### src/rtl/udma_ch_cfg_pkg.sv
// Shared constants for the uDMA channel configuration queue: register map,
// CFG field positions, element-size encodings and a saturating counter helper.
package udma_ch_cfg_pkg;

  // Register word indices
  localparam logic [2:0] REG_SADDR  = 3'd0;
  localparam logic [2:0] REG_SIZE   = 3'd1;
  localparam logic [2:0] REG_CFG    = 3'd2;
  localparam logic [2:0] REG_STREAM = 3'd3;
  localparam logic [2:0] REG_DONE   = 3'd4;

  // CFG register bit positions
  localparam int CFG_CONT_BIT   = 0;
  localparam int CFG_DSIZE_LSB  = 1;
  localparam int CFG_EN_BIT     = 4;
  localparam int CFG_CLR_BIT    = 5;
  localparam int CFG_PEND_BIT   = 5;
  localparam int CFG_COUNT_LSB  = 8;
  localparam int CFG_OVF_BIT    = 12;
  localparam int CFG_ERR_BIT    = 13;

  // STREAM register field position of the stream id
  localparam int STREAM_ID_LSB  = 8;

  // Descriptor queue depth (the shift FIFO is written for exactly two entries)
  localparam int QUEUE_DEPTH    = 2;

  // Element size seen by the address generator
  typedef enum logic [1:0] {
    DSIZE_BYTE = 2'd0,
    DSIZE_HALF = 2'd1,
    DSIZE_WORD = 2'd2,
    DSIZE_RSVD = 2'd3
  } datasize_e;

  // Completion counter increment that sticks at its maximum value
  function automatic logic [7:0] sat_inc(input logic [7:0] v);
    return (v == 8'hFF) ? v : v + 8'd1;
  endfunction

endpackage

### src/rtl/udma_ch_desc_fifo.sv
// Two-entry shift FIFO holding transfer descriptors. Entry 0 is always the
// head; a pop shifts entry 1 down. A push while full is accepted only when a
// pop happens in the same cycle, otherwise it is dropped.
module udma_ch_desc_fifo
  import udma_ch_cfg_pkg::*;
#(
  parameter int DW = 8
) (
  input  logic          clk_i,
  input  logic          rstn_i,
  input  logic          i_push,
  input  logic          i_pop,
  input  logic          i_clr,
  input  logic [DW-1:0] i_din,
  output logic [DW-1:0] o_dout,
  output logic [1:0]    o_count,
  output logic          o_full,
  output logic          o_empty
);

  logic [DW-1:0] r_mem [QUEUE_DEPTH];
  logic [1:0]    r_count;
  logic          w_pop;
  logic          w_push;
  logic          w_wr_idx;

  assign o_full  = (r_count == 2'd2);
  assign o_empty = (r_count == 2'd0);
  assign o_dout  = r_mem[0];
  assign o_count = r_count;

  assign w_pop    = i_pop && !o_empty;
  assign w_push   = i_push && (!o_full || w_pop);
  // Tail slot after any same-cycle pop has been taken into account
  assign w_wr_idx = w_pop ? (r_count == 2'd2) : (r_count != 2'd0);

  // Entry storage and occupancy; clear and reset both empty the queue
  always_ff @(posedge clk_i or negedge rstn_i) begin
    if (!rstn_i) begin
      // NOTE: only two entries, so the storage is reset with the count; this
      // keeps the head-driven outputs at 0 after reset and clear.
      r_mem[0] <= '0;
      r_mem[1] <= '0;
      r_count  <= 2'd0;
    end else if (i_clr) begin
      r_mem[0] <= '0;
      r_mem[1] <= '0;
      r_count  <= 2'd0;
    end else begin
      if (w_pop) begin
        r_mem[0] <= r_mem[1];
      end
      // NOTE: non-blocking assignments resolve in order, so a push+pop at
      // count 1 writing slot 0 correctly overrides the shift above.
      if (w_push) begin
        r_mem[w_wr_idx] <= i_din;
      end
      unique case ({w_push, w_pop})
        2'b10:   r_count <= r_count + 2'd1;
        2'b01:   r_count <= r_count - 2'd1;
        default: r_count <= r_count;
      endcase
    end
  end

endmodule

### src/rtl/udma_ch_cfg_queue.sv
// Register-side configuration stage for one uDMA channel. Software stages a
// descriptor, pushes it into a two-entry queue whose head drives the address
// generator, and reads back status and a saturating completion counter.
module udma_ch_cfg_queue
  import udma_ch_cfg_pkg::*;
#(
  parameter int L2_AWIDTH_NOAL  = 18,
  parameter int TRANS_SIZE      = 16,
  parameter int STREAM_ID_WIDTH = 3,
  parameter int QUEUE_DEPTH_P   = 2
) (
  input  logic                       clk_i,
  input  logic                       rstn_i,
  input  logic [31:0]                cfg_data_i,
  input  logic [2:0]                 cfg_addr_i,
  input  logic                       cfg_valid_i,
  input  logic                       cfg_rwn_i,
  output logic [31:0]                cfg_data_o,
  output logic                       cfg_ready_o,
  output logic [L2_AWIDTH_NOAL-1:0]  cfg_startaddr_o,
  output logic [TRANS_SIZE-1:0]      cfg_size_o,
  output logic                       cfg_continuous_o,
  output logic                       cfg_en_o,
  output logic                       cfg_clr_o,
  output logic [1:0]                 cfg_stream_o,
  output logic [STREAM_ID_WIDTH-1:0] cfg_stream_id_o,
  output logic [1:0]                 int_datasize_o,
  input  logic                       int_ch_en_i,
  input  logic                       int_ch_pending_i,
  input  logic                       int_ch_sot_i,
  input  logic                       int_ch_events_i,
  input  logic [L2_AWIDTH_NOAL-1:0]  int_ch_curr_addr_i,
  input  logic [TRANS_SIZE-1:0]      int_ch_bytes_left_i,
  output logic                       evt_o
);

  typedef struct packed {
    logic [L2_AWIDTH_NOAL-1:0]  addr;
    logic [TRANS_SIZE-1:0]      size;
    logic [1:0]                 stream;
    logic [STREAM_ID_WIDTH-1:0] stream_id;
  } desc_t;

  localparam int DESC_W = $bits(desc_t);

  // Staging and mode registers
  logic [L2_AWIDTH_NOAL-1:0]  r_saddr;
  logic [TRANS_SIZE-1:0]      r_size;
  logic [1:0]                 r_stream;
  logic [STREAM_ID_WIDTH-1:0] r_stream_id;
  logic                       r_continuous;
  datasize_e                  r_datasize;

  // Status registers
  logic        r_clr;
  logic        r_evt;
  logic [7:0]  r_done_cnt;
  logic        r_overflow;
  logic        r_size_err;
  logic [31:0] r_rdata;

  logic        w_wr;
  logic        w_rd;
  logic        w_cfg_wr;
  logic        w_clr;
  logic        w_push_req;
  logic        w_size_zero;
  logic        w_push;
  logic        w_pop;
  logic        w_overflow;
  logic        w_done_rd;
  logic [31:0] w_rdata;
  desc_t       w_din;
  desc_t       w_head;
  logic [1:0]  w_count;
  logic        w_full;
  logic        w_empty;
  logic        w_unused_data;

  assign w_wr        = cfg_valid_i && !cfg_rwn_i;
  assign w_rd        = cfg_valid_i && cfg_rwn_i;
  assign w_cfg_wr    = w_wr && (cfg_addr_i == REG_CFG);
  assign w_clr       = w_cfg_wr && cfg_data_i[CFG_CLR_BIT];
  // Clear wins over an EN carried by the same write
  assign w_push_req  = w_cfg_wr && cfg_data_i[CFG_EN_BIT] && !w_clr;
  assign w_size_zero = (r_size == '0);
  assign w_push      = w_push_req && !w_size_zero;
  // In continuous mode the last descriptor stays at the head for reload
  assign w_pop       = int_ch_sot_i && !w_empty && !(r_continuous && (w_count == 2'd1));
  assign w_overflow  = w_push && w_full && !w_pop;
  assign w_done_rd   = w_rd && (cfg_addr_i == REG_DONE);

  assign w_din = '{addr: r_saddr, size: r_size, stream: r_stream, stream_id: r_stream_id};

  // Upper write-data bits are never decoded by any register
  assign w_unused_data = ^cfg_data_i[31:L2_AWIDTH_NOAL];

  udma_ch_desc_fifo #(
    .DW (DESC_W)
  ) u_desc_fifo (
    .clk_i   (clk_i),
    .rstn_i  (rstn_i),
    .i_push  (w_push),
    .i_pop   (w_pop),
    .i_clr   (w_clr),
    .i_din   (w_din),
    .o_dout  (w_head),
    .o_count (w_count),
    .o_full  (w_full),
    .o_empty (w_empty)
  );

  // The access port never stalls, including while reset is asserted
  assign cfg_ready_o      = 1'b1;
  assign cfg_data_o       = r_rdata;
  assign cfg_startaddr_o  = w_head.addr;
  assign cfg_size_o       = w_head.size;
  assign cfg_stream_o     = w_head.stream;
  assign cfg_stream_id_o  = w_head.stream_id;
  assign cfg_en_o         = !w_empty;
  assign cfg_continuous_o = r_continuous;
  assign int_datasize_o   = r_datasize;
  assign cfg_clr_o        = r_clr;
  assign evt_o            = r_evt;

  // Staging registers and the immediate mode fields
  always_ff @(posedge clk_i or negedge rstn_i) begin
    if (!rstn_i) begin
      r_saddr      <= '0;
      r_size       <= '0;
      r_stream     <= '0;
      r_stream_id  <= '0;
      r_continuous <= 1'b0;
      r_datasize   <= DSIZE_BYTE;
    end else begin
      if (w_clr) begin
        r_saddr     <= '0;
        r_size      <= '0;
        r_stream    <= '0;
        r_stream_id <= '0;
      end else if (w_wr) begin
        unique case (cfg_addr_i)
          REG_SADDR:  r_saddr <= cfg_data_i[L2_AWIDTH_NOAL-1:0];
          REG_SIZE:   r_size  <= cfg_data_i[TRANS_SIZE-1:0];
          REG_STREAM: begin
            r_stream    <= cfg_data_i[1:0];
            r_stream_id <= cfg_data_i[STREAM_ID_LSB +: STREAM_ID_WIDTH];
          end
          default: ;
        endcase
      end
      if (w_cfg_wr) begin
        r_continuous <= cfg_data_i[CFG_CONT_BIT];
        r_datasize   <= datasize_e'(cfg_data_i[CFG_DSIZE_LSB +: 2]);
      end
    end
  end

  // Clear pulse, event echo, sticky flags and the completion counter
  always_ff @(posedge clk_i or negedge rstn_i) begin
    if (!rstn_i) begin
      r_clr      <= 1'b0;
      r_evt      <= 1'b0;
      r_done_cnt <= 8'd0;
      r_overflow <= 1'b0;
      r_size_err <= 1'b0;
    end else begin
      r_clr <= w_clr;
      r_evt <= int_ch_events_i;
      if (w_push_req && w_size_zero) begin
        r_size_err <= 1'b1;
      end
      if (w_overflow) begin
        r_overflow <= 1'b1;
      end else if (w_done_rd) begin
        r_overflow <= 1'b0;
      end
      if (w_done_rd) begin
        r_done_cnt <= {7'd0, int_ch_events_i};
      end else if (int_ch_events_i) begin
        r_done_cnt <= sat_inc(r_done_cnt);
      end
    end
  end

  // Read-data multiplexer by register index
  always_comb begin
    // NOTE: defaulting the whole word first keeps every path assigned, so no
    // latch is inferred for unused indices or unused bit fields.
    w_rdata = '0;
    unique case (cfg_addr_i)
      REG_SADDR: w_rdata[L2_AWIDTH_NOAL-1:0] = int_ch_curr_addr_i;
      REG_SIZE:  w_rdata[TRANS_SIZE-1:0]     = int_ch_bytes_left_i;
      REG_CFG: begin
        w_rdata[CFG_CONT_BIT]            = r_continuous;
        w_rdata[CFG_DSIZE_LSB +: 2]      = r_datasize;
        w_rdata[CFG_EN_BIT]              = int_ch_en_i;
        w_rdata[CFG_PEND_BIT]            = int_ch_pending_i;
        w_rdata[CFG_COUNT_LSB +: 2]      = w_count;
        w_rdata[CFG_OVF_BIT]             = r_overflow;
        w_rdata[CFG_ERR_BIT]             = r_size_err;
      end
      REG_STREAM: begin
        w_rdata[1:0]                             = r_stream;
        w_rdata[STREAM_ID_LSB +: STREAM_ID_WIDTH] = r_stream_id;
      end
      REG_DONE: begin
        w_rdata[31]  = r_overflow;
        w_rdata[7:0] = r_done_cnt;
      end
      default: ;
    endcase
  end

  // Registered read data, updated only on a read access
  always_ff @(posedge clk_i or negedge rstn_i) begin
    if (!rstn_i) begin
      r_rdata <= '0;
    end else if (w_rd) begin
      r_rdata <= w_rdata;
    end
  end

endmodule

### config.mk
export PLATFORM = sky130hd
export DESIGN_NAME = udma_ch_cfg_queue
export DESIGN_NICKNAME = d
export VERILOG_FILES = /design/src/rtl/udma_ch_cfg_pkg.sv /design/src/rtl/udma_ch_desc_fifo.sv /design/src/rtl/udma_ch_cfg_queue.sv
export SDC_FILE = /design/constraint.sdc
export NUM_CORES = 1
export LEC_CHECK = 0
export ABC_AREA = 1
export CORE_MARGIN = 2
export CORE_UTILIZATION = 54
export CTS_BUF_LIST = sky130_fd_sc_hd__clkbuf_8
export CTS_CLUSTER_SIZE = 12
export DETAILED_ROUTE_END_ITERATION = 8
export MAX_ROUTING_LAYER = met4
export PLACE_DENSITY = 0.89
export SYNTH_ARGS = -nofsm -noshare
export SYNTH_HDL_FRONTEND = slang
export SYNTH_HIERARCHICAL = 1
export SYNTH_SLANG_ARGS = --single-unit
### constraint.sdc
create_clock -name clk_i -period 2.7 [get_ports clk_i]
set_clock_uncertainty 0.15 [all_clocks]
set_input_delay 0.405 -clock clk_i [delete_from_list [all_inputs] [get_ports clk_i]]
set_output_delay 0.405 -clock clk_i [all_outputs]
set_load 0.02 [all_outputs]
Yosys cells after proc, flatten, opt, wreduce, memory -nomap -nowiden
Cells that the tools add are included.

Flip-flop bits (word level): 153. Bits of input ports: 77. Output and inout port bits: 78. Word-level logic and storage cells: 111.

$add $sub $neg: 3. $lt $le $gt $ge: 2. Eq/ne operators: 10. Muxes and demuxes: 39. Bitwise logic cells: 1. Reductions and logical operators: 41.

Operators by type and width (count): 78-bit 2-to-1 mux (2); 39-bit 2-to-1 mux (3); 78-bit bitwise mux (1); 18-bit 2-to-1 mux (3); 16-bit 2-to-1 mux (3); 39-bit demux with 1-bit select (1); 8-bit 2-to-1 mux (3); 1-bit logical AND (17); 16-bit logical NOT (1); 2-bit one-hot mux with 4 select lines (2); 2-bit nonzero test (8); 2-bit one-hot mux with 3 select lines (2); 2-bit 2-to-1 mux (5); 2-bit one-hot mux with 5 select lines (1); 3-bit 2-to-1 mux (3); 8-bit by 1-bit adder with 8-bit output, second input constant (1); 8-bit equality test, second input constant (1); 2-bit one-hot mux with 2 select lines (2); 2-bit AND reduction (4); 1-bit logical NOT (7); 3-bit by 2-bit equality test with 1-bit output, second input constant (2); 1-bit one-hot mux with 3 select lines (2); 2-bit by 1-bit equality test with 1-bit output, second input constant (2); 2-bit equality test, second input constant (2); 15 further kinds (18).

Logic depth before layout (Yosys ltp)
Gate-level depths: netlist of run 1.

Depth after elaboration: 14. Gate-level depth with buffers: 15.

Cells and area by module
Netlist of run 1, hierarchy kept.

Modules (own cells, without submodules): udma_ch_desc_fifo (times used 1, cells each 545, area each 4257.8 µm²); udma_ch_cfg_queue (times used 1, cells each 512, area each 3883.7 µm²).

Worst setup path before layout of run 1
OpenSTA, ideal clock, no wires.

Path type: input to register. Start point: input cfg_addr_i[0]. End point: register u_desc_fifo.r_mem (netlist bit u_desc_fifo/o_dout[28]). Data arrival time: 2010 ps. Required time: 2430 ps. Setup slack: 420 ps. Stages: 11. Buffers on the path: 3. Path through: buf_6 inv_6 nand2_1 nor2_2 nand4_1 a21oi_1 o211ai_4 buf_6 buf_2 o21ai_0 nor2_1.

Word-level cells in the longest chain between the ends: 9. Elaborated cells on any way between the ends: 10. Those cells by class: eq/ne (1); mux (2); reduce/logical (7).

Ends and longest elaborated chain: start, declared (RTL line udma_ch_cfg_queue.sv:15) `input logic [2:0] cfg_addr_i,`; 3-bit by 2-bit equality test with 1-bit output * (RTL line udma_ch_cfg_queue.sv:82) `assign w_cfg_wr = w_wr && (cfg_addr_i == REG_CFG);`; 1-bit logical AND * (RTL line udma_ch_cfg_queue.sv:82); 1-bit logical AND (RTL line udma_ch_cfg_queue.sv:83) `assign w_clr = w_cfg_wr && cfg_data_i[CFG_CLR_BIT];`; 1-bit logical NOT (RTL line udma_ch_cfg_queue.sv:85) `assign w_push_req = w_cfg_wr && cfg_data_i[CFG_EN_BIT] && !w_clr;`; 1-bit logical AND * (RTL line udma_ch_cfg_queue.sv:85); 1-bit logical AND * (RTL line udma_ch_cfg_queue.sv:87) `assign w_push = w_push_req && !w_size_zero;`; via w_push (RTL line udma_ch_cfg_queue.sv:68) `logic w_push;`; 1-bit logical AND * (RTL line udma_ch_desc_fifo.sv:33) `assign w_push = i_push && (!o_full || w_pop);`; 78-bit 2-to-1 mux * (RTL line udma_ch_desc_fifo.sv:55) `if (w_push) begin`; 78-bit 2-to-1 mux * (RTL line udma_ch_desc_fifo.sv:45) `end else if (i_clr) begin`; end signal, assigned by index (RTL line udma_ch_desc_fifo.sv:56) `r_mem[w_wr_idx] <= i_din;`; end, declared (RTL line udma_ch_desc_fifo.sv:21) `logic [DW-1:0] r_mem [QUEUE_DEPTH];`.

Mark *: on every way through the listed nets, which the timed path passes. The rest lies on a longest branch. The select of a mux whose other input is x is not followed. A chain may end at the register's enable or synchronous reset.

Worst setup path after layout of run 1
Start point: register u_desc_fifo.r_count[1], in the netlist u_desc_fifo/o_count[1]. End point: output cfg_en_o.

Word-level cells in the longest chain between the ends: 2.

Ends and longest elaborated chain: start, declared (RTL line udma_ch_desc_fifo.sv:22) `logic [1:0] r_count;`; start signal, assigned (RTL line udma_ch_desc_fifo.sv:59) `2'b10: r_count <= r_count + 2'd1;`; start signal, assigned (RTL line udma_ch_desc_fifo.sv:60) `2'b01: r_count <= r_count - 2'd1;`; start signal, assigned (RTL line udma_ch_desc_fifo.sv:61) `default: r_count <= r_count;`; 2-bit logical NOT (RTL line udma_ch_desc_fifo.sv:28) `assign o_empty = (r_count == 2'd0);`; via w_empty (RTL line udma_ch_cfg_queue.sv:77) `logic w_empty;`; 1-bit logical NOT (RTL line udma_ch_cfg_queue.sv:120) `assign cfg_en_o = !w_empty;`; end, declared (RTL line udma_ch_cfg_queue.sv:23) `output logic cfg_en_o,`.

The timed path passes the listed nets, and every way through them passes these cells.

==> impl_metrics.csv, run 1 <==
group,metric,value,unit
worst_setup_path,crit_family,"buffers and inverters",
drt,drc,0,
power_and_ir_drop,power_leakage,5.11,nW
worst_setup_path,cpMostUsedCell,"inv_1",
synth,yosysSeqAreaShare,47.0,%
worst_setup_path,cp_max_fo,6,
timing,hold_viol_final,0,
drt,routed_wl,20700,microns
timing,period_minus_slack,2.43,ns
drt,vias,7352,
cts,post_cts_buffers,0,
global_route,grt_pass1_vias,7085,
worst_setup_path,path_cells,"inv_1, nand2_2, inv_1, inv_1, clkdlybuf4s50_1",
placement,dp_slack,0.141,ns
finish,syn_to_final_growth,18.5,%
drt,dr.first_iter.drc_count,762,
placement,portBuffers,126,
cts,cts_sinks,153,
worst_setup_path,worstPathArrival,1.88,ns
synth,ys_ff_latch,153,
worst_setup_path,critPathKind,"reg2out",
status,status,"finished, final reports clean",
cts,worstSkewPairLatency,0.46,ns
floorplanning,die_x,127,microns
worst_setup_path,slowest_stage,"clkdlybuf4s50_1",
synth,synth_area_leaders,"dfrtp_1 47%, nand2_1 18%, nand3_1 6.8%",
worst_setup_path,startpoint_type,"flop",
cts,post_cts_resized,0,
cts,clk_pin_slew_worst_paths,0.08,ns
synth,syn_avg_cell_area,7.70,sq um
synth,synth_area,8140,sq um
drt,drtAntennaViolNets,0,
floorplanning,fp.dieArea,16100,sq um
timing,drv_slew,0,
worst_hold_path,hold_class,"in2reg",
timing,relSlewSlack,57.7,%
finish,n_antenna_cell,0,
global_route,grt_max_degree,68,
finish,final_common_cell,"nand2_1",
timing,worstMarginPinSlew,0.634,ns
worst_setup_path,worst-endpoint-required,2.14,ns
placement,place.gp.congestion,0.893,
worst_setup_path,end_kind,"output pin",
global_route,grt_pass1_wl,34500,microns
synth,syn_inst,1057,
cts,clockBufferDepth,2,
timing,rsz0062_at_grt,"no",
placement,dp_hpwl,13900,microns
worst_setup_path,cp_num_cells,5,
power_and_ir_drop,power_density,718,nW/um^2
floorplanning,num_rows,44,
timing,min_period_over_period,90.2,%
floorplanning,initial_core_util,55.6,%
finish,design_area,9650,sq um
finish,nNetsFinal,1213,
cts,cts_tree,"yes",
global_route,gr-usage-all-layers,27.6,%
cts,htreeDepth,4,
worst_setup_path,crit_start,"u_desc_fifo/o_count[1]",
synth,synth.distinct_cells,38,
drt,wire_per_inst,15.6,microns
timing,setup_slack,0.266,ns
worst_setup_path,endpoint,"cfg_en_o",
finish,mostFrequentLayoutCells,"386 x nand2_1, 153 x dfrtp_1, 125 x clkdlybuf4s50_1",
run,maxCapViolCount,0,
cts,cts_hold_buf,1,
floorplanning,core_area,14600,sq um
worst_setup_path,reg2regPathDepth,12,
synth,ys_warn_count,6,
drt,dr.pass1.iters,6,
drt,drt-vias-per-instance,5.53,
floorplanning,io_pins,155,
global_route,grt_overflow,0,
timing,fmax,0.411,GHz
cts,root_buffer,"clkbuf_8",
synth,synth_top_cell_by_area,"dfrtp_1",
worst_setup_path,max_stage_delay,0.59,ns
finish,drive_gt1_share,8.46,%
synth,yosysTopAreaCellShare,47.0,%
floorplanning,die_y,127,microns
worst_setup_path,r2r_end,"u_desc_fifo/o_dout[38]",
worst_setup_path,reg2reg_slack,0.40,ns
placement,placed_area,9240,sq um
worst_setup_path,worstReg2RegStart,"u_desc_fifo/o_count[1]",
timing,tns,0,ns
timing,setup_viol,0,
cts,cts-buffers-inserted,17,
finish,postLayoutCoreUtil,65.9,%
worst_setup_path,worst-path-buf-inv,4,
power_and_ir_drop,vdd_drop_max,0.000615,V
global_route,antenna_found_initial,0,
layout make-up:
cell class | instances | area (sq um)
clock buffers | 18 | 248
well taps | 184 | 230
inverters | 51 | 209
fillers | 1168 | 4990
repair buffers | 159 | 1590
multi-input cells | 753 | 3400
clock inverters | 12 | 153
flip-flops and latches | 153 | 3830
worst min-delay path by stage:
| stage | from | to | slack, ns | depth (start not counted) |
|---|---|---|---|---|
| 3_3_place_gp | rstn_i | r_done_cnt[4] | 0.29 | 1 |
| 5_1_grt | int_ch_events_i | evt_o | 0.27 | 1 |
| 4_1_cts | int_ch_events_i | evt_o | 0.28 | 1 |
| 2_1_floorplan | rstn_i | cfg_clr_o | -0.04 | 0 |
| 3_5_place_dp | rstn_i | r_done_cnt[4] | 0.29 | 1 |
| 6_report | int_ch_events_i | evt_o | 0.28 | 1 |
cell usage after synthesis:
library cell    n
buf_1           6
a22o_1          1
nor2_8          3
o211ai_4        1
o21ai_1         1
o21ai_2         2
a21oi_1         2
clkinv_2        2
nor2_2          3
nand2_2         7
a31oi_1         3
inv_4           2
nand2_4         3
nand3b_1        1
nand3_1       110
clkbuf_1       19
conb_1          2
o21bai_1        1
xor2_1          2
nand3_4         1
nand2_1       386
ha_1            1
nor2_1        108
nand4_1        45
buf_2          17
a21oi_2         1
inv_2           3
xnor2_1         1
nor2_4          1
nor3_2          1
buf_6          13
inv_1          42
o21ai_0        50
a21boi_0        1
buf_4          57
inv_6           2
dfrtp_1       153
nand2_8         3
through the flow:
step	hold WS, ns	instances	total power, mW
after floorplan	-0.0406	1069	4.45
after global placement	0.291	1299	5.07
after detailed placement	0.289	1299	5.14
after CTS	0.276	1330	6.93
after global routing	0.270	1330	7.30
final	0.281	1330	6.93
metal layers:
layer,global-route usage (%),share of wire [%]
met1,34.9,41
met2,44.5,49
met3,5.53,7.6
met4,9.89,2.3
met5,-,0
registers in the layout, indices dropped and copies added (netlist names), 2 cells and up:
name                 count
r_stream                 2
r_done_cnt               8
u_desc_fifo/o_count      2
u_desc_fifo/o_dout      39
r_stream_id              3
int_datasize_o           2
cfg_data_o              19
r_size                  16
r_saddr                 18
u_desc_fifo/r_mem       39
logic make-up (layout without fill, tap and decap cells):
logic type | after synthesis | count (layout) | synth area share (%)
adder cells (fa/ha/maj) | 1 | 1 | 0.154
AO/OA/AOI/OAI | 63 | 63 | 4.36
AND/OR/NAND/NOR | 672 | 672 | 36.2
other | 2 | 14 | 0.0922
flip-flops | 153 | 153 | 47.0
buffers and inverters | 163 | 240 | 11.8
XOR/XNOR | 3 | 3 | 0.323
power breakdown:
part	internal [mW]	leakage, nW	switching (mW)
Combinational	0.794	2.86	1.33
Sequential	2.67	2.05	0.344
Clock	0.927	0.204	0.854
Note: power is estimated with default switching activity, not from simulation.
==> inputs of run 2 (changes only) <==
Settings changed: ABC_AREA 1 to 0, CORE_UTILIZATION 54 to 55, PLACE_DENSITY 0.89 to 0.9.
==> impl_metrics.csv, run 2 <==
group,metric,value,unit
synth,ys_ff_latch,153,
floorplanning,die_x,127,microns
global_route,grt_max_degree,65,
floorplanning,die_y,127,microns
cts,worstSkewPairLatency,0.46,ns
floorplanning,initial_core_util,55.6,%
power_and_ir_drop,power_frac_clock,28.0,%
timing,rsz0062_at_grt,"no",
placement,dp_hpwl,14400,microns
timing,setup_viol,0,
cts,cts-buffers-inserted,17,
cts,post_cts_resized,0,
synth,yosysTopAreaCellShare,45.8,%
global_route,grt_pass1_wl,34100,microns
cts,htreeDepth,4,
cts,post_cts_buffers,0,
synth,ys.flop_type,"dfrtp_1",
synth,syn_avg_cell_area,10.2,sq um
status,status,"finished, final reports clean",
power_and_ir_drop,power_leakage,4.01,nW
power_and_ir_drop,power_density,644,nW/um^2
drt,drc,0,
drt,vias,6587,
timing,relSlewSlack,60.5,%
worst_setup_path,startpoint_type,"flop",
finish,nNetsFinal,972,
placement,dp_slack,0.0434,ns
floorplanning,fp.dieArea,16200,sq um
synth,synth_edf_count,0,
worst_setup_path,worst-endpoint-required,2.14,ns
power_and_ir_drop,power,6.39,mW
placement,portBuffers,126,
drt,dr.first_iter.drc_count,567,
synth,synthMostInstantiatedCell,"dfrtp_1",
power_and_ir_drop,seq_power_share,46.3,%
floorplanning,num_rows,45,
finish,mostFrequentLayoutCells,"153 x dfrtp_1, 125 x clkdlybuf4s50_1, 120 x nand2_1",
timing,tns,0,ns
worst_setup_path,critPathKind,"reg2out",
timing,setup_slack,0.234,ns
synth,synthArstFlopShare,100,%
finish,final_common_cell,"dfrtp_1",
cts,clockBufferDepth,2,
floorplanning,io_pins,155,
cts,cts_hold_buf,1,
synth,yosysSeqAreaShare,45.8,%
worst_setup_path,end_kind,"output pin",
timing,worstMarginPinSlew,0.592,ns
cts,clk_pin_slew_worst_paths,0.08,ns
worst_setup_path,cp_max_fo,9,
synth,ys_warn_count,6,
finish,layoutNonFillerInstCount,1095,
finish,n_antenna_cell,0,
timing,hold_viol_final,0,
global_route,antenna_found_initial,0,
timing,min_period_over_period,91.3,%
finish,syn_to_final_growth,18.7,%
global_route,grt_overflow,0,
drt,drt-vias-per-instance,6.02,
drt,routed_wl,21100,microns
synth,synth_area,8350,sq um
cts,root_buffer,"clkbuf_8",
power_and_ir_drop,swShare,31.9,%
placement,place_inst,1062,
timing,drv_slew,0,
worst_setup_path,reg2regPathDepth,7,
timing,fmax,0.405,GHz
finish,drive_gt1_share,14.8,%
synth,synth_top_cell_by_area,"dfrtp_1",
global_route,gr-usage-all-layers,27.7,%
power_and_ir_drop,p_sw,2.04,mW
finish,design_area,9920,sq um
synth,syn_inst,821,
timing,period_minus_slack,2.47,ns
worst_hold_path,hold_class,"reg2reg",
power_and_ir_drop,p_int,4.35,mW
run,maxCapViolCount,0,
power_and_ir_drop,vdd_drop_max,0.000367,V
placement,place.gp.congestion,0.953,
drt,dr.pass1.iters,5,
drt,drtAntennaViolNets,0,
floorplanning,core_area,15000,sq um
drt,wire_per_inst,19.3,microns
global_route,grt_pass1_vias,6483,
worst_setup_path,worstPathArrival,1.91,ns
synth,synth.distinct_cells,50,
power_and_ir_drop,p_comb_share,25.7,%
synth,synthTopCellsByCount,"153 x dfrtp_1, 120 x nand2_1, 79 x nand2b_1",
cts,cts_sinks,153,
worst_hold_path,whs_path_depth,2,
cts,cts_tree,"yes",
synth,synth_area_leaders,"dfrtp_1 46%, a311oi_2 7.0%, mux2i_1 6.4%",
placement,placed_area,9500,sq um
## run 2: changes by cell type in the layout (fill, tap and decap cells not counted), sizes merged, moves of 53 or more
cell    change
nor2       -84
nand2b     +79
mux2i      +53
nand3      -66
nand2     -278
## run 2: kinds of logic after synthesis
kind of cell / count (synthesis) / share of synthesized area (%)
and+or+nand+nor: 316 / 19.2
adders and majority gates: 1 / 0.150
DFF: 153 / 45.8
other: 2 / 0.0899
buffers and inverters: 127 / 9.69
AOI/OAI and AO/OA: 160 / 16.9
xor gates and xnor gates: 1 / 0.105
muxes: 61 / 7.97
## run 2: worst max-delay path, stage by stage, from the launching register on
cell and delay [ns]:
dfrtp_1 0.48, or2_2 0.33, inv_2 0.05, inv_1 0.06
clkdlybuf4s50_1 0.54
## run 2: power groups by stage
stage / Combinational (mW) / Clock (mW) / Sequential [mW]
floorplan: 1.13 / 0 / 2.92
global placement: 1.59 / 0 / 2.98
detailed placement: 1.63 / 0 / 2.99
CTS: 1.65 / 1.82 / 2.95
global route: 1.78 / 1.91 / 3.00
finish: 1.64 / 1.79 / 2.96
## run 2: final cells by class
class / instances / area [sq um]
Clock inverter: 14 / 158
Timing Repair Buffer: 162 / 1650
Clock buffer: 18 / 248
Tap cell: 188 / 235
Multi-Input combinational cell: 553 / 3770
Inverter: 7 / 26.3
Fill cell: 1079 / 5120
Sequential cell: 153 / 3830
## run 2: worst paths after layout
kind                                           to                   start  slack (ns)
hold reg to reg                    cfg_data_o[31]          cfg_data_o[31]        0.32
setup reg to reg           u_desc_fifo/o_dout[19]               r_size[1]        0.25
max in group asynchronous   u_desc_fifo/o_dout[2]                  rstn_i        1.31
min in group asynchronous  u_desc_fifo/o_dout[27]                  rstn_i        0.37
setup / recovery                         cfg_en_o  u_desc_fifo/o_count[1]        0.23
hold / removal                     cfg_data_o[31]          cfg_data_o[31]        0.32
## run 2: metrics by stage
| step | hold slack [ns] | util, % |
|---|---|---|
| after floorplan | -0.0406 | - |
| after detailed placement | 0.292 | 63.2 |
| after global placement | 0.291 | 63.2 |
| final | 0.322 | 66.0 |
| after CTS | 0.326 | 66.0 |
| after global routing | 0.358 | 66.0 |
## run 2: layer usage
| metal | track usage, % | part of all wire (%) |
|---|---|---|
| met1 | 35.3 | 42 |
| met2 | 43.4 | 50 |
| met3 | 4.73 | 4.9 |
| met4 | 13.1 | 3.4 |
| met5 | - | 0 |
==> inputs of run 3 (changes only) <==
Settings changed: CORE_UTILIZATION 55 to 40, PLACE_DENSITY 0.9 to 0.71.
==> impl_metrics.csv, run 3 (synthesized netlist as in run 2, its figures left out) <==
group,metric,value,unit
cts,cts-buffers-inserted,17,
drt,dr.first_iter.drc_count,562,
placement,portBuffers,126,
cts,clk_pin_slew_worst_paths,0.09,ns
worst_setup_path,r2r_end,"u_desc_fifo/o_dout[19]",
worst_hold_path,hold_class,"in2async",
power_and_ir_drop,power_leakage,4.06,nW
drt,drt-vias-per-instance,5.35,
placement,place_inst,1150,
floorplanning,core_area,20400,sq um
power_and_ir_drop,power_density,645,nW/um^2
timing,hold_viol_final,0,
timing,drv_slew,0,
finish,n_antenna_cell,0,
global_route,grt_overflow,0,
drt,drtAntennaViolNets,0,
floorplanning,die_x,148,microns
drt,drc,0,
timing,setup_viol,0,
global_route,grt_pass1_vias,6449,
finish,drive_gt1_share,15.8,%
cts,root_buffer,"clkbuf_8",
drt,vias,6333,
floorplanning,fp.dieArea,22100,sq um
finish,nNetsFinal,978,
run,maxCapViolCount,0,
finish,syn_to_final_growth,21.4,%
timing,tns,0,ns
worst_setup_path,end_kind,"output pin",
worst_setup_path,cp_max_fo,2,
global_route,grt_max_degree,80,
drt,routed_wl,21400,microns
worst_setup_path,crit_family,"buffers and inverters",
floorplanning,initial_core_util,41.0,%
power_and_ir_drop,vdd_drop_max,0.000330,V
worst_setup_path,reg2regPathDepth,9,
global_route,antenna_found_initial,0,
timing,fmax,0.426,GHz
worst_setup_path,worst-endpoint-required,2.14,ns
worst_setup_path,reg2reg_slack,0.37,ns
power_and_ir_drop,power,6.54,mW
floorplanning,die_y,148,microns
worst_setup_path,critPathKind,"reg2out",
finish,mostFrequentLayoutCells,"153 x dfrtp_1, 125 x clkdlybuf4s50_1, 120 x nand2_1",
worst_setup_path,worst-path-buf-inv,3,
timing,period_minus_slack,2.35,ns
worst_setup_path,max_stage_delay,0.55,ns
finish,design_area,10100,sq um
timing,rsz0062_at_grt,"no",
timing,relSlewSlack,42.2,%
timing,min_period_over_period,86.9,%
placement,dp_hpwl,14800,microns
cts,clockBufferDepth,2,
global_route,gr-usage-all-layers,20.7,%
finish,layoutNonFillerInstCount,1183,
floorplanning,num_rows,52,
cts,cts_tree,"yes",
worst_setup_path,startpoint_type,"flop",
drt,dr.pass1.iters,5,
floorplanning,io_pins,155,
global_route,grt_pass1_wl,35000,microns
cts,worstSkewPairLatency,0.46,ns
worst_setup_path,worstPathArrival,1.79,ns
finish,nFillCells,1830,
status,status,"finished, final reports clean",
placement,place.gp.congestion,0.886,
finish,final_common_cell,"dfrtp_1",
cts,htreeDepth,4,
placement,placed_area,9670,sq um
cts,cts_sinks,153,
worst_setup_path,worstReg2RegStart,"u_desc_fifo/o_count[0]",
worst_setup_path,path_cells,"or2_2, inv_2, inv_1, clkdlybuf4s50_1",
cts,post_cts_resized,0,
worst_setup_path,slowest_stage,"clkdlybuf4s50_1",
drt,wire_per_inst,18.1,microns
timing,worstMarginPinSlew,0.866,ns
run 3: cell types whose count changed in the layout (fill, tap and decap cells not counted), sizes merged:
| cell | change |
|---|---|
| buf | +6 |
| bufinv | +1 |
| clkbuf | +1 |
| clkinv | +1 |
| inv | -3 |
run 3: per-layer routing:
layer	GRT usage, %	up-vias	part of all wire [%]
li1	-	2985	-
met1	27.2	3158	45
met2	31.6	140	48
met3	3.44	50	3.4
met4	9.29	0	3.5
met5	-	-	0
run 3: through the flow:
step	hold slack [ns]	utilization (%)	setup slack [ns]
after floorplan	-0.0406	-	0.0947
after detailed placement	0.225	47.5	0.115
final	0.281	49.8	0.354
after global placement	0.224	47.5	0.137
after CTS	0.279	49.8	0.324
after global routing	0.308	49.8	0.167
run 3: report_power, final:
part / leakage, nW / switching (mW) / internal [mW] / total (mW)
Combinational: 1.80 / 0.841 / 0.796 / 1.64
Sequential: 2.03 / 0.314 / 2.63 / 2.94
Clock: 0.227 / 0.899 / 1.07 / 1.97
Total: 4.06 / 2.05 / 4.49 / 6.54
run 3: timing repair:
| item | CTS | global route |
|---|---|---|
| hold buffers | 1 | 0 |
| buffers inserted | 0 | 0 |
| endpoints found under the hold margin | 46 | 0 |
run 3: layout make-up:
cell class | instances | area, sq um | share of cell area, %
repair buffers | 168 | 1720 | 16.9
multi-input cells | 553 | 3770 | 37.2
inverters | 7 | 26.3 | 0.259
well taps | 270 | 338 | 3.33
clock buffers | 19 | 262 | 2.58
clock inverters | 13 | 190 | 1.88
flip-flops and latches | 153 | 3830 | 37.8
run 3: worst max-delay path by stage:
stage                      startpoint                      to  depth (start not counted)
5_1_grt                    r_size[13]  u_desc_fifo/o_dout[31]                          7
3_5_place_dp                cfg_rwn_i   u_desc_fifo/o_dout[4]                          8
2_1_floorplan  u_desc_fifo/o_count[0]   u_desc_fifo/r_mem[28]                         14
6_report       u_desc_fifo/o_count[0]                cfg_en_o                          4
4_1_cts        u_desc_fifo/o_count[0]                cfg_en_o                          4
3_3_place_gp                cfg_rwn_i  u_desc_fifo/o_dout[35]                          8
run 3: worst reg2reg max path, cell delays in order (launching register included):
cell,delay (ns)
dfrtp_1,0.37
or2_2,0.31
inv_2,0.05
inv_1,0.06
nand3_1,0.12
inv_1,0.11
nand2_1,0.30
buf_4,0.32
a211oi_1,0.14
a311oi_2,0.31
